--- config.mk ---
export PLATFORM = sky130hd
export DESIGN_NAME = alu_exec_seq
export DESIGN_NICKNAME = d
export VERILOG_FILES = /design/src/rtl/alu_exec_seq.sv
export SDC_FILE = /design/constraint.sdc
export NUM_CORES = 1
export LEC_CHECK = 0
export BUFFER_PORTS_ARGS = -buffer_cell sky130_fd_sc_hd__buf_2
export CORE_MARGIN = 5
export CORE_UTILIZATION = 34
export CTS_CLUSTER_SIZE = 16
export DETAILED_ROUTE_END_ITERATION = 10
export GPL_ROUTABILITY_DRIVEN = 1
export PLACE_DENSITY = 0.6
export SLEW_MARGIN = 15
export SYNTH_ARGS = -nofsm -noshare
export SYNTH_HDL_FRONTEND = slang
export SYNTH_SLANG_ARGS = --single-unit
--- constraint.sdc ---
create_clock -name clk -period 6.6 [get_ports clk]
set_input_delay 1.32 -clock clk [delete_from_list [all_inputs] [get_ports clk]]
set_output_delay 1.32 -clock clk [all_outputs]
set_load 0.1 [all_outputs]
--- src/rtl/alu_exec_seq.sv ---
// EX-stage ALU with an iterative RV32M/RV64M multiply/divide engine behind a valid/ready handshake.
// Optional: define MULDIV_EARLY_OUT_EN to let trivial M ops (zero operand, div-by-zero, overflow) finish in one cycle.
module alu_exec_seq #(
  parameter int XLEN    = 32,
  parameter int SHAMT_W = $clog2(XLEN)
) (
  input  logic            clk,
  input  logic            rst_n,
  input  logic            valid_i,
  output logic            ready_o,
  input  logic            flush_i,
  input  logic [1:0]      aluop,
  input  logic [6:0]      funct7,
  input  logic [2:0]      funct3,
  input  logic [XLEN-1:0] src_a,
  input  logic [XLEN-1:0] src_b,
  output logic [3:0]      control_o,
  output logic [XLEN-1:0] result_o,
  output logic            result_valid_o,
  output logic            zero_o,
  output logic            illegal_o,
  output logic            busy_o
);

  localparam int CW = $clog2(XLEN);

  localparam logic [3:0] C_AND = 4'b0000, C_OR  = 4'b0001, C_ADD = 4'b0010, C_SLL = 4'b0011,
                         C_SLT = 4'b0100, C_SLTU= 4'b0101, C_SUB = 4'b0110, C_XOR = 4'b0111,
                         C_SRL = 4'b1000, C_SRA = 4'b1010, C_MD  = 4'b1100, C_ILL = 4'b1111;

  typedef enum logic [1:0] {IDLE, MUL, DIV, DONE} state_t;

  state_t              state;
  logic [CW-1:0]       cnt;
  logic [2*XLEN-1:0]   acc;
  logic [XLEN-1:0]     opnd;
  logic [XLEN-1:0]     op_a;
  logic [2:0]          f3_q;
  logic                res_neg, rem_neg, div0_q, ovf_q, ill_q;

  // ---------------- decode ----------------
  logic [3:0] dec_ctrl;
  logic       dec_m;

  always_comb begin
    dec_ctrl = C_ILL;
    dec_m    = 1'b0;
    case (aluop)
      2'b00: dec_ctrl = C_ADD;
      2'b01: dec_ctrl = C_SUB;
      2'b10: begin
        case (funct7)
          7'b0000000: begin
            case (funct3)
              3'b000: dec_ctrl = C_ADD;
              3'b001: dec_ctrl = C_SLL;
              3'b010: dec_ctrl = C_SLT;
              3'b011: dec_ctrl = C_SLTU;
              3'b100: dec_ctrl = C_XOR;
              3'b101: dec_ctrl = C_SRL;
              3'b110: dec_ctrl = C_OR;
              default: dec_ctrl = C_AND;
            endcase
          end
          7'b0100000: begin
            if (funct3 == 3'b000)      dec_ctrl = C_SUB;
            else if (funct3 == 3'b101) dec_ctrl = C_SRA;
            else                       dec_ctrl = C_ILL;
          end
          7'b0000001: begin
            dec_ctrl = C_MD;
            dec_m    = 1'b1;
          end
          default: dec_ctrl = C_ILL;
        endcase
      end
      default: begin
        // I-type: funct7 only matters for the shift forms
        case (funct3)
          3'b000: dec_ctrl = C_ADD;
          3'b001: dec_ctrl = funct7[5] ? C_ILL : C_SLL;
          3'b010: dec_ctrl = C_SLT;
          3'b011: dec_ctrl = C_SLTU;
          3'b100: dec_ctrl = C_XOR;
          3'b101: dec_ctrl = funct7[5] ? C_SRA : C_SRL;
          3'b110: dec_ctrl = C_OR;
          default: dec_ctrl = C_AND;
        endcase
      end
    endcase
  end

  // ---------------- single-cycle ALU ----------------
  logic [SHAMT_W-1:0] shamt;
  logic [XLEN-1:0]    alu_res;

  assign shamt = src_b[SHAMT_W-1:0];

  always_comb begin
    alu_res = '0;
    case (dec_ctrl)
      C_ADD:  alu_res = src_a + src_b;
      C_SUB:  alu_res = src_a - src_b;
      C_AND:  alu_res = src_a & src_b;
      C_OR:   alu_res = src_a | src_b;
      C_XOR:  alu_res = src_a ^ src_b;
      C_SLL:  alu_res = src_a << shamt;
      C_SRL:  alu_res = src_a >> shamt;
      C_SRA:  alu_res = $unsigned($signed(src_a) >>> shamt);
      C_SLT:  alu_res = {{(XLEN-1){1'b0}}, $signed(src_a) < $signed(src_b)};
      C_SLTU: alu_res = {{(XLEN-1){1'b0}}, src_a < src_b};
      default: alu_res = '0;
    endcase
  end

  // ---------------- M-op setup ----------------
  logic            a_sgn, b_sgn, a_neg, b_neg, in_div0, in_ovf;
  logic [XLEN-1:0] mag_a, mag_b;

  assign a_sgn   = funct3[2] ? ~funct3[0] : (funct3[1:0] == 2'b01 || funct3[1:0] == 2'b10);
  assign b_sgn   = funct3[2] ? ~funct3[0] : (funct3[1:0] == 2'b01);
  assign a_neg   = a_sgn & src_a[XLEN-1];
  assign b_neg   = b_sgn & src_b[XLEN-1];
  assign mag_a   = a_neg ? -src_a : src_a;
  assign mag_b   = b_neg ? -src_b : src_b;
  assign in_div0 = (src_b == '0);
  assign in_ovf  = funct3[2] & ~funct3[0] & (src_a == {1'b1, {(XLEN-1){1'b0}}}) & (&src_b);

  // Result of the two division corner cases (div-by-zero, signed overflow)
  function automatic logic [XLEN-1:0] spec_res(input logic is_rem, input logic [XLEN-1:0] a,
                                               input logic dz);
    if (dz) spec_res = is_rem ? a : '1;
    else    spec_res = is_rem ? '0 : a;
  endfunction

`ifdef MULDIV_EARLY_OUT_EN
  logic early_mul, early_div;
  assign early_mul = ~funct3[2] & ((src_a == '0) | (src_b == '0));
  assign early_div =  funct3[2] & (in_div0 | in_ovf);
`endif

  // ---------------- iteration datapath ----------------
  // acc = {hi, lo}: multiply keeps the multiplier in lo and shifts right;
  // divide keeps remainder in hi and dividend/quotient in lo, shifting left.
  logic [XLEN:0]     mul_sum;
  logic [2*XLEN-1:0] mul_nxt, div_nxt, prod;
  logic [XLEN:0]     div_rr;
  logic [XLEN-1:0]   div_df, quo, rmd, mul_fin, div_fin;
  logic              div_ge, last;

  assign mul_sum = {1'b0, acc[2*XLEN-1:XLEN]} + {1'b0, (acc[0] ? opnd : {XLEN{1'b0}})};
  assign mul_nxt = {mul_sum, acc[XLEN-1:1]};

  assign div_rr  = {acc[2*XLEN-1:XLEN], acc[XLEN-1]};
  assign div_ge  = div_rr >= {1'b0, opnd};
  assign div_df  = div_rr[XLEN-1:0] - opnd;
  assign div_nxt = {(div_ge ? div_df : div_rr[XLEN-1:0]), acc[XLEN-2:0], div_ge};

  assign prod    = res_neg ? -mul_nxt : mul_nxt;
  assign mul_fin = (f3_q[1:0] == 2'b00) ? prod[XLEN-1:0] : prod[2*XLEN-1:XLEN];

  assign quo     = div_nxt[XLEN-1:0];
  assign rmd     = div_nxt[2*XLEN-1:XLEN];
  assign div_fin = (div0_q | ovf_q) ? spec_res(f3_q[1], op_a, div0_q) :
                   f3_q[1]          ? (rem_neg ? -rmd : rmd) :
                                      (res_neg ? -quo : quo);

  assign last    = (cnt == CW'(XLEN-1));

  // ---------------- FSM ----------------
  always_ff @(posedge clk or negedge rst_n) begin
    if (!rst_n) begin
      state     <= IDLE;
      result_o  <= '0;
      control_o <= '0;
      ill_q     <= 1'b0;
      cnt       <= '0;
      acc       <= '0;
      opnd      <= '0;
      op_a      <= '0;
      f3_q      <= '0;
      res_neg   <= 1'b0;
      rem_neg   <= 1'b0;
      div0_q    <= 1'b0;
      ovf_q     <= 1'b0;
    end else begin
      case (state)
        IDLE: begin
          if (valid_i && !flush_i) begin
            control_o <= dec_ctrl;
            ill_q     <= (dec_ctrl == C_ILL);
            cnt       <= '0;
            op_a      <= src_a;
            f3_q      <= funct3;
            res_neg   <= a_neg ^ b_neg;
            rem_neg   <= a_neg;
            div0_q    <= in_div0;
            ovf_q     <= in_ovf;
            if (!dec_m) begin
              result_o <= alu_res;
              state    <= DONE;
            end
`ifdef MULDIV_EARLY_OUT_EN
            else if (early_mul) begin
              result_o <= '0;
              state    <= DONE;
            end else if (early_div) begin
              result_o <= spec_res(funct3[1], src_a, in_div0);
              state    <= DONE;
            end
`endif
            else if (!funct3[2]) begin
              acc   <= {{XLEN{1'b0}}, mag_b};
              opnd  <= mag_a;
              state <= MUL;
            end else begin
              acc   <= {{XLEN{1'b0}}, mag_a};
              opnd  <= mag_b;
              state <= DIV;
            end
          end
        end
        MUL: begin
          if (flush_i) state <= IDLE;
          else begin
            acc <= mul_nxt;
            cnt <= cnt + 1'b1;
            if (last) begin
              result_o <= mul_fin;
              state    <= DONE;
            end
          end
        end
        DIV: begin
          if (flush_i) state <= IDLE;
          else begin
            acc <= div_nxt;
            cnt <= cnt + 1'b1;
            if (last) begin
              result_o <= div_fin;
              state    <= DONE;
            end
          end
        end
        default: state <= IDLE;
      endcase
    end
  end

  assign ready_o        = (state == IDLE);
  assign busy_o         = (state == MUL) || (state == DIV);
  assign result_valid_o = (state == DONE);
  assign illegal_o      = (state == DONE) && ill_q;
  assign zero_o         = result_valid_o && (result_o == '0);

endmodule

==> results of run 1 <==
-- logic make-up (layout without fill, tap and decap cells) --
logic type	after synthesis	count (layout)	share of synthesized area
buf+inv	473	434	0.0706
simple gates	1288	1288	0.216
mux	139	139	0.0723
fa+ha+maj	182	182	0.0845
compound gates	1419	1419	0.329
xor+xnor	201	201	0.0645
flops	178	178	0.163
other cells	0	4	0
-- how the worst max path moves through the flow --
| stage | end | depth (start not counted) |
|---|---|---|
| detailed placement | result_o[30] | 20 |
| global route | result_o[30] | 20 |
| CTS | result_o[30] | 20 |
| floorplan | result_o[27] | 18 |
| finish | result_o[30] | 20 |
| global placement | result_o[30] | 20 |
-- layout make-up --
type / count / area (um2) / area share
inverters: 173 / 649 / 0.0221
clock buffers: 20 / 447 / 0.0152
diodes: 4 / 10.0 / 0.000340
multi-input cells: 3229 / 21000 / 0.712
clock inverters: 12 / 129 / 0.00438
flip-flops and latches: 178 / 4460 / 0.151
repair buffers: 229 / 1470 / 0.0499
well taps: 1050 / 1310 / 0.0446
-- state kept, by name, indices dropped and copies added, names as in the netlist --
signal     cells
result_o      32
state          2
res_neg        1
ill_q          1
cnt            5
acc           64
rem_neg        1
op_a          32
control_o      4
f3_q           2
opnd          32
div0_q         1
ovf_q          1
-- power by group through the flow --
stage,clock network [mW],logic (mW),registers (mW)
CTS,1.09,7.13,2.00
finish,1.08,7.38,2.04
detailed placement,0,7.10,2.02
global route,1.13,7.72,2.06
global placement,0,7.11,2.02
floorplan,0,4.38,2.32
-- per-layer routing --
metal  GRT usage  wire length [um]
met5           0                61
met4       0.206             11700
met3      0.0806             15800
met2       0.495             62700
met1       0.424             57500
-- placed cells by master (no fill, tap or decap), types with 41 or more instances in the layout --
| cell | synthesis | routed |
|---|---|---|
| dfrtp_1 | 178 | 177 |
| a21oi_1 | 354 | 353 |
| nor3_1 | 108 | 105 |
| xnor2_1 | 147 | 147 |
| buf_4 | 3 | 108 |
| a21o_1 | 51 | 51 |
| o31ai_1 | 45 | 45 |
| o21ai_0 | 440 | 438 |
| o211ai_1 | 47 | 47 |
| a31oi_1 | 59 | 59 |
| inv_1 | 164 | 164 |
| ha_1 | 178 | 175 |
| nand3_1 | 58 | 57 |
| mux4_2 | 44 | 44 |
| nand2_1 | 432 | 431 |
| nor2_1 | 412 | 411 |
| mux2i_1 | 70 | 70 |
| xor2_1 | 54 | 54 |
| nor4_1 | 41 | 41 |
| buf_2 | 6 | 117 |
| a211oi_1 | 53 | 53 |
-- tightest hold or removal path, delay by kind of cell, from the launching register on --
kind               cells  cell delay, ps
DFF                    1             350
AOI/OAI and AO/OA      1              60
and+or+nand+nor        1              40
-- through the flow --
step / setup slack [ps] / hold WS, ps
global route: 269 / 500
finish: 539 / 479
CTS: 819 / 482
floorplan: 798 / 442
detailed placement: 884 / 465
global placement: 891 / 457
==> out/qor.txt, run 1 <==
Gpl congestion -> 1.10
First-pass GRT wire length -> 211000 um
Top-count cell post-synth -> o21ai_0
Hold endpoint -> opnd[28]
Antenna Violating Nets Remaining -> 0
Resize count post-CTS -> 0
Shortest period the worst path allows -> 6060 ps
Final Skew -> 14.0 ps
Number of remaining DRC errors -> 0
Cell family with most CP delay -> compound AO/OA/AOI/OAI gates
R2r worst-path depth -> 20
Worst rel slew slack -> 0.0816
Avg Inst Size Synth -> 7.03 um2
I/O pin cnt -> 121
Internal -> 4.09 mW
Post-synth top flop -> dfrtp_1
Post-Syn Area -> 27300 um2
Async SR Flop Fraction -> 1.00
Hold buffer count at cts -> 0
Mapped Nets -> 4142
CTS tree -> done
DR vias -> 32200
Final Hold Vio Count -> 0
Critical setup path kind -> flop to flop
Number of synthesized flops with an enable pin -> 0
Clock transition at path regs -> 80 ps
Min-delay src -> opnd[28]
Switch share -> 0.611
Post-CTS setup buffer count -> 0
Cell mode on critical path -> o31ai_1
Final Cell Area -> 29400 um2
CP endpoint kind -> flop
Final Setup Violations -> 0
CP startpoint -> acc[57]
Sink count of the clock tree -> 178
Synth cell types -> 98
Nets@finish -> 4090
Slew Viols, Final -> 0
Die area -> 86000 um2
Psw -> 6.41 mW
Initial DRC Count -> 4410
Clk buf depth -> 2
Class of the worst hold path -> flop to flop
Non-Filler Instances -> 4895
Total congestion overflow -> 0
PortBufs -> 120
Hold path depth -> 2
CTS Buf Count -> 17
Fillcell total -> 8558
Clock power frac -> 0.103
Drt pass-1 iters -> 6
Pwr per Cell Area -> 357 nW/um2
Root Driver -> clkbuf_16
Reg2reg start -> acc[57]
Peak VDD IR -> 0.000286 V
CP Launch Type -> flop
Initial Utilization -> 0.344
Max FO, Critical Path -> 9
Total GRT Usage -> 0.329
Power Total -> 10.5 mW
Htree depth -> 4
Core Region -> 79300 um2
DIE HEIGHT -> 293 um
Dominant cell type by area after synthesis -> dfrtp_1
Largest net degree at the start of global routing -> 137
DP Area -> 28900 um2
Crit-path max cell delay -> 840 ps
Synth warn -> 0
Cell Rows -> 103
Post-synth top area share -> 0.163
Crit path required time -> 7060 ps
Initial antenna violation count -> 9
Fin Setup TNS -> 0 ps
Number of max-cap violations -> 0
Worst R2R End -> result_o[30]
Crit path arrival time -> 6520 ps
RSZ-0062 raised after global routing -> no
Max stage delay cell, worst path -> a2111oi_0
Layout Utilization -> 0.371
Synth top area cells -> dfrtp_1, ha_1, o21ai_0
Critical-path cell list -> ha_1 -> a21oi_1 -> o31ai_1 -> a2111oi_0 -> o211ai_1 -> buf_4 -> or2_2 -> inv_2 -> mux2_2 -> inv_1 -> ha_1 -> inv_1 -> nor4b_1 -> nand3_1 -> o31ai_1 -> nand4b_1 -> o31ai_1 -> xor2_1 -> nand4_1 -> nand3_1
Buf+Inv Stages, Crit Path -> 4
Sequential-to-total area share from yosys stat -> 0.163
Flop pwr share -> 0.194
Hpwl dp -> 116000 um
WL/cell -> 30.2 um
Die X -> 293 um
Register-to-register setup slack -> 540 ps
Comb pwr share -> 0.703
Synthesis-to-layout area growth -> 7.87%
Final wirelength -> 148000 um
Slew @ Worst Pin -> 1340 ps
Clock latency on the worst-skew pair -> 520 ps
Commonest cells post-synth -> o21ai_0, nand2_1, nor2_1
DP Cell Count -> 4859
Share of cells above drive strength 1 -> 0.103
#FFs+latches synth -> 178
Outcome -> complete, no violations
Achievable Freq -> 165 MHz
Leak pwr -> 12.2 nW
Post-Synthesis Cells -> 3880
Via density -> 6.57
Period utilization -> 0.918
Vias in the first global route -> 29700
(Power assumes the default switching activity.)
==> run 2, diff against run 1 <==
--- a/config.mk
+++ b/config.mk
@@ -5,9 +5,11 @@
 export SDC_FILE = /design/constraint.sdc
 export NUM_CORES = 1
 export LEC_CHECK = 0
+export ABC_AREA = 1
 export BUFFER_PORTS_ARGS = -buffer_cell sky130_fd_sc_hd__buf_2
 export CORE_MARGIN = 5
 export CORE_UTILIZATION = 34
+export CTS_CLUSTER_DIAMETER = 50
 export CTS_CLUSTER_SIZE = 16
 export DETAILED_ROUTE_END_ITERATION = 10
 export GPL_ROUTABILITY_DRIVEN = 1
==> out/qor.txt, run 2 <==
Outcome -> complete, no violations
Max stage delay cell, worst path -> dfrtp_1
Post-synth top area share -> 0.166
First-pass GRT wire length -> 228000 um
Pwr per Cell Area -> 444 nW/um2
DR vias -> 35400
Crit path required time -> 7040 ps
Flop pwr share -> 0.154
Crit-path max cell delay -> 840 ps
Clock latency on the worst-skew pair -> 510 ps
Synth Area in Adders -> 0.0825
Synth warn -> 0
Initial Utilization -> 0.342
Xor/xnor share of the synthesized area -> 0.0417
DIE HEIGHT -> 297 um
Final wirelength -> 159000 um
Total congestion overflow -> 0
Total GRT Usage -> 0.344
Achievable Freq -> 194 MHz
Htree depth -> 4
Max FO, Critical Path -> 17
Psw -> 8.73 mW
CP endpoint kind -> flop
Sink count of the clock tree -> 178
Fillcell total -> 9325
Clock transition at path regs -> 80 ps
Cell mode on critical path -> nand2_1
Vias in the first global route -> 33100
Commonest cells post-synth -> nand2_1, inv_1, nor2_1
Critical-path cell list -> nand2_1 -> inv_1 -> ha_1 -> fa_1 -> nand3_1 -> nand2_1 -> a21oi_1 -> o21ai_1 -> nand2_1 -> nand2_1 -> xor2_1 -> nand2_1 -> nor2_1 -> nand2_1 -> inv_2 -> nand2_2 -> nand2_1 -> xor2_1 -> nand2_1 -> o21ai_0 -> o21ai_1 -> nand2_1 -> a21oi_1
Root Driver -> clkbuf_16
CTS Buf Count -> 17
Non-Filler Instances -> 5941
Hold path depth -> 2
Number of remaining DRC errors -> 0
Class of the worst hold path -> flop to flop
WL/cell -> 26.8 um
Most frequent cells in the layout -> nand2_1, inv_1, nor2_1
Core Region -> 81800 um2
Fin Setup TNS -> 0 ps
Reg2reg start -> acc[0]
Initial DRC Count -> 4490
FF/Latch Area -> 4460 um2
Clk buf depth -> 2
Final Hold Vio Count -> 0
Resize count post-CTS -> 0
Register-to-register setup slack -> 1450 ps
Number of max-cap violations -> 0
CTS tree -> done
Switch share -> 0.655
Min-delay src -> op_a[8]
Most common cell after layout, fill and taps aside -> nand2_1
Worst rel slew slack -> 0.126
Final Setup Violations -> 0
Post-Syn Area -> 28000 um2
Mapped Nets -> 5145
Leak pwr -> 15.1 nW
Max reg flops -> 64
R2r worst-path depth -> 23
Number of synthesized flops with an enable pin -> 0
Crit path arrival time -> 5590 ps
Worst R2R End -> result_o[17]
Dominant cell type by area after synthesis -> nand2_1
Shortest period the worst path allows -> 5150 ps
Largest net degree at the start of global routing -> 149
Via density -> 5.96
Internal -> 4.61 mW
Synth top area cells -> nand2_1, dfrtp_1, inv_1
Gpl congestion -> 1.09
Hold endpoint -> op_a[8]
Avg Inst Size Synth -> 5.73 um2
Antenna Violating Nets Remaining -> 0
#FFs+latches synth -> 178
Slew @ Worst Pin -> 1290 ps
Period utilization -> 0.780
Multi-input gate area -> 20200 um2
Synth cell types -> 70
I/O pin cnt -> 121
Post-synthesis mux area share -> 0.00179
PortBufs -> 120
Largest Register -> acc
Post-Synthesis Cells -> 4883
CP Launch Type -> flop
Hold buffer count at cts -> 0
Post-synth top flop -> dfrtp_1
Clock power frac -> 0.081
Cell Rows -> 105
Synth Area in Simple Gates -> 0.349
Comb pwr share -> 0.764
Top-count cell post-synth -> nand2_1
Nets@finish -> 5117
Sequential-to-total area share from yosys stat -> 0.159
Hpwl dp -> 127000 um
Final Skew -> 18.7 ps
Async SR Flop Fraction -> 1.00
Buf+Inv Stages, Crit Path -> 2
Cell family with most CP delay -> simple AND/OR/NAND/NOR gates
Slew Viols, Final -> 0
Die X -> 297 um
Synth Area in Compound Gates -> 0.246
Peak VDD IR -> 0.000317 V
Post-CTS setup buffer count -> 0
Drt pass-1 iters -> 8
Die area -> 88100 um2
Initial antenna violation count -> 4
Synthesis-to-layout area growth -> 7.57%
RSZ-0062 raised after global routing -> no
Main combinational cell family by area after synthesis -> simple AND/OR/NAND/NOR gates
Critical setup path kind -> flop to flop
DP Cell Count -> 5906
Share of cells above drive strength 1 -> 0.0700
==> run 2: changes by cell type after synthesis, moves of 56 or more <==
cell | before | now
o22ai_1 | 31 | 87
nand3_1 | 58 | 273
xor2_1 | 54 | 125
nand2_1 | 432 | 1233
nor2_1 | 412 | 563
mux2i_1 | 70 | 5
inv_1 | 164 | 611
xnor2_1 | 147 | 8
clkbuf_1 | 245 | 181
==> run 2: worst min-delay path, stage by stage (launching register included) <==
cell and delay (ps):
dfrtp_1 350, nand2_1 50, o21ai_0 60
==> run 2: kinds of logic after synthesis <==
| family | Yosys count |
|---|---|
| adders and majority gates | 182 |
| buffers and inverters | 869 |
| muxes | 5 |
| xor gates and xnor gates | 133 |
| DFF | 178 |
| AOI/OAI and AO/OA | 1190 |
| and+or+nand+nor | 2326 |
==> run 2: area by class of cell <==
| class | instances | area share |
|---|---|---|
| tap | 1070 | 0.0445 |
| inverter | 637 | 0.0796 |
| clock inverter | 12 | 0.00408 |
| multi-input combinational | 3836 | 0.671 |
| timing repair buffer | 185 | 0.0373 |
| antenna | 3 | 0.000250 |
| sequential | 178 | 0.148 |
| clock buffer | 20 | 0.0149 |
==> run 2: worst max path at each step <==
stage	startpoint	to	slack, ps	cells after the start
finish	acc[0]	result_o[17]	1450	23
global route	src_b[2]	acc[30]	1270	17
CTS	acc[0]	result_o[17]	1620	23
detailed placement	src_b[2]	acc[30]	1280	17
global placement	src_b[2]	acc[30]	1330	17
floorplan	state[0]	zero_o	530	5
==> run 2: metrics by stage <==
| step | worst slack, ps | power [mW] | utilization | hold slack [ps] | instance area, um2 |
|---|---|---|---|---|---|
| after CTS | 1620 | 13.0 | 0.367 | 491 | 30100 |
| after floorplan | 530 | 8.53 | - | 448 | 28000 |
| after global routing | 1270 | 14.1 | 0.367 | 506 | 30100 |
| after detailed placement | 1280 | 11.9 | 0.360 | 472 | 29500 |
| final | 1450 | 13.3 | 0.367 | 486 | 30100 |
| after global placement | 1330 | 11.9 | 0.360 | 462 | 29500 |
==> run 2: layer usage <==
metal  vias to the layer above  track usage  routed length, um  part of all wire
met5                         -            0                 25           0.00016
met4                         4        0.245              14300             0.090
met3                       535       0.0567              13900             0.087
met2                      2185        0.544              69100              0.43
met1                     16600        0.425              62000              0.39
li1                      16100            -                  -                 -
==> run 2: power groups by stage <==
stage / clock network [mW] / registers [mW] / logic [mW]
floorplan: 0 / 2.59 / 5.94
global placement: 0 / 2.04 / 9.83
detailed placement: 0 / 2.04 / 9.82
CTS: 1.09 / 2.02 / 9.87
global route: 1.13 / 2.08 / 10.9
finish: 1.09 / 2.06 / 10.2
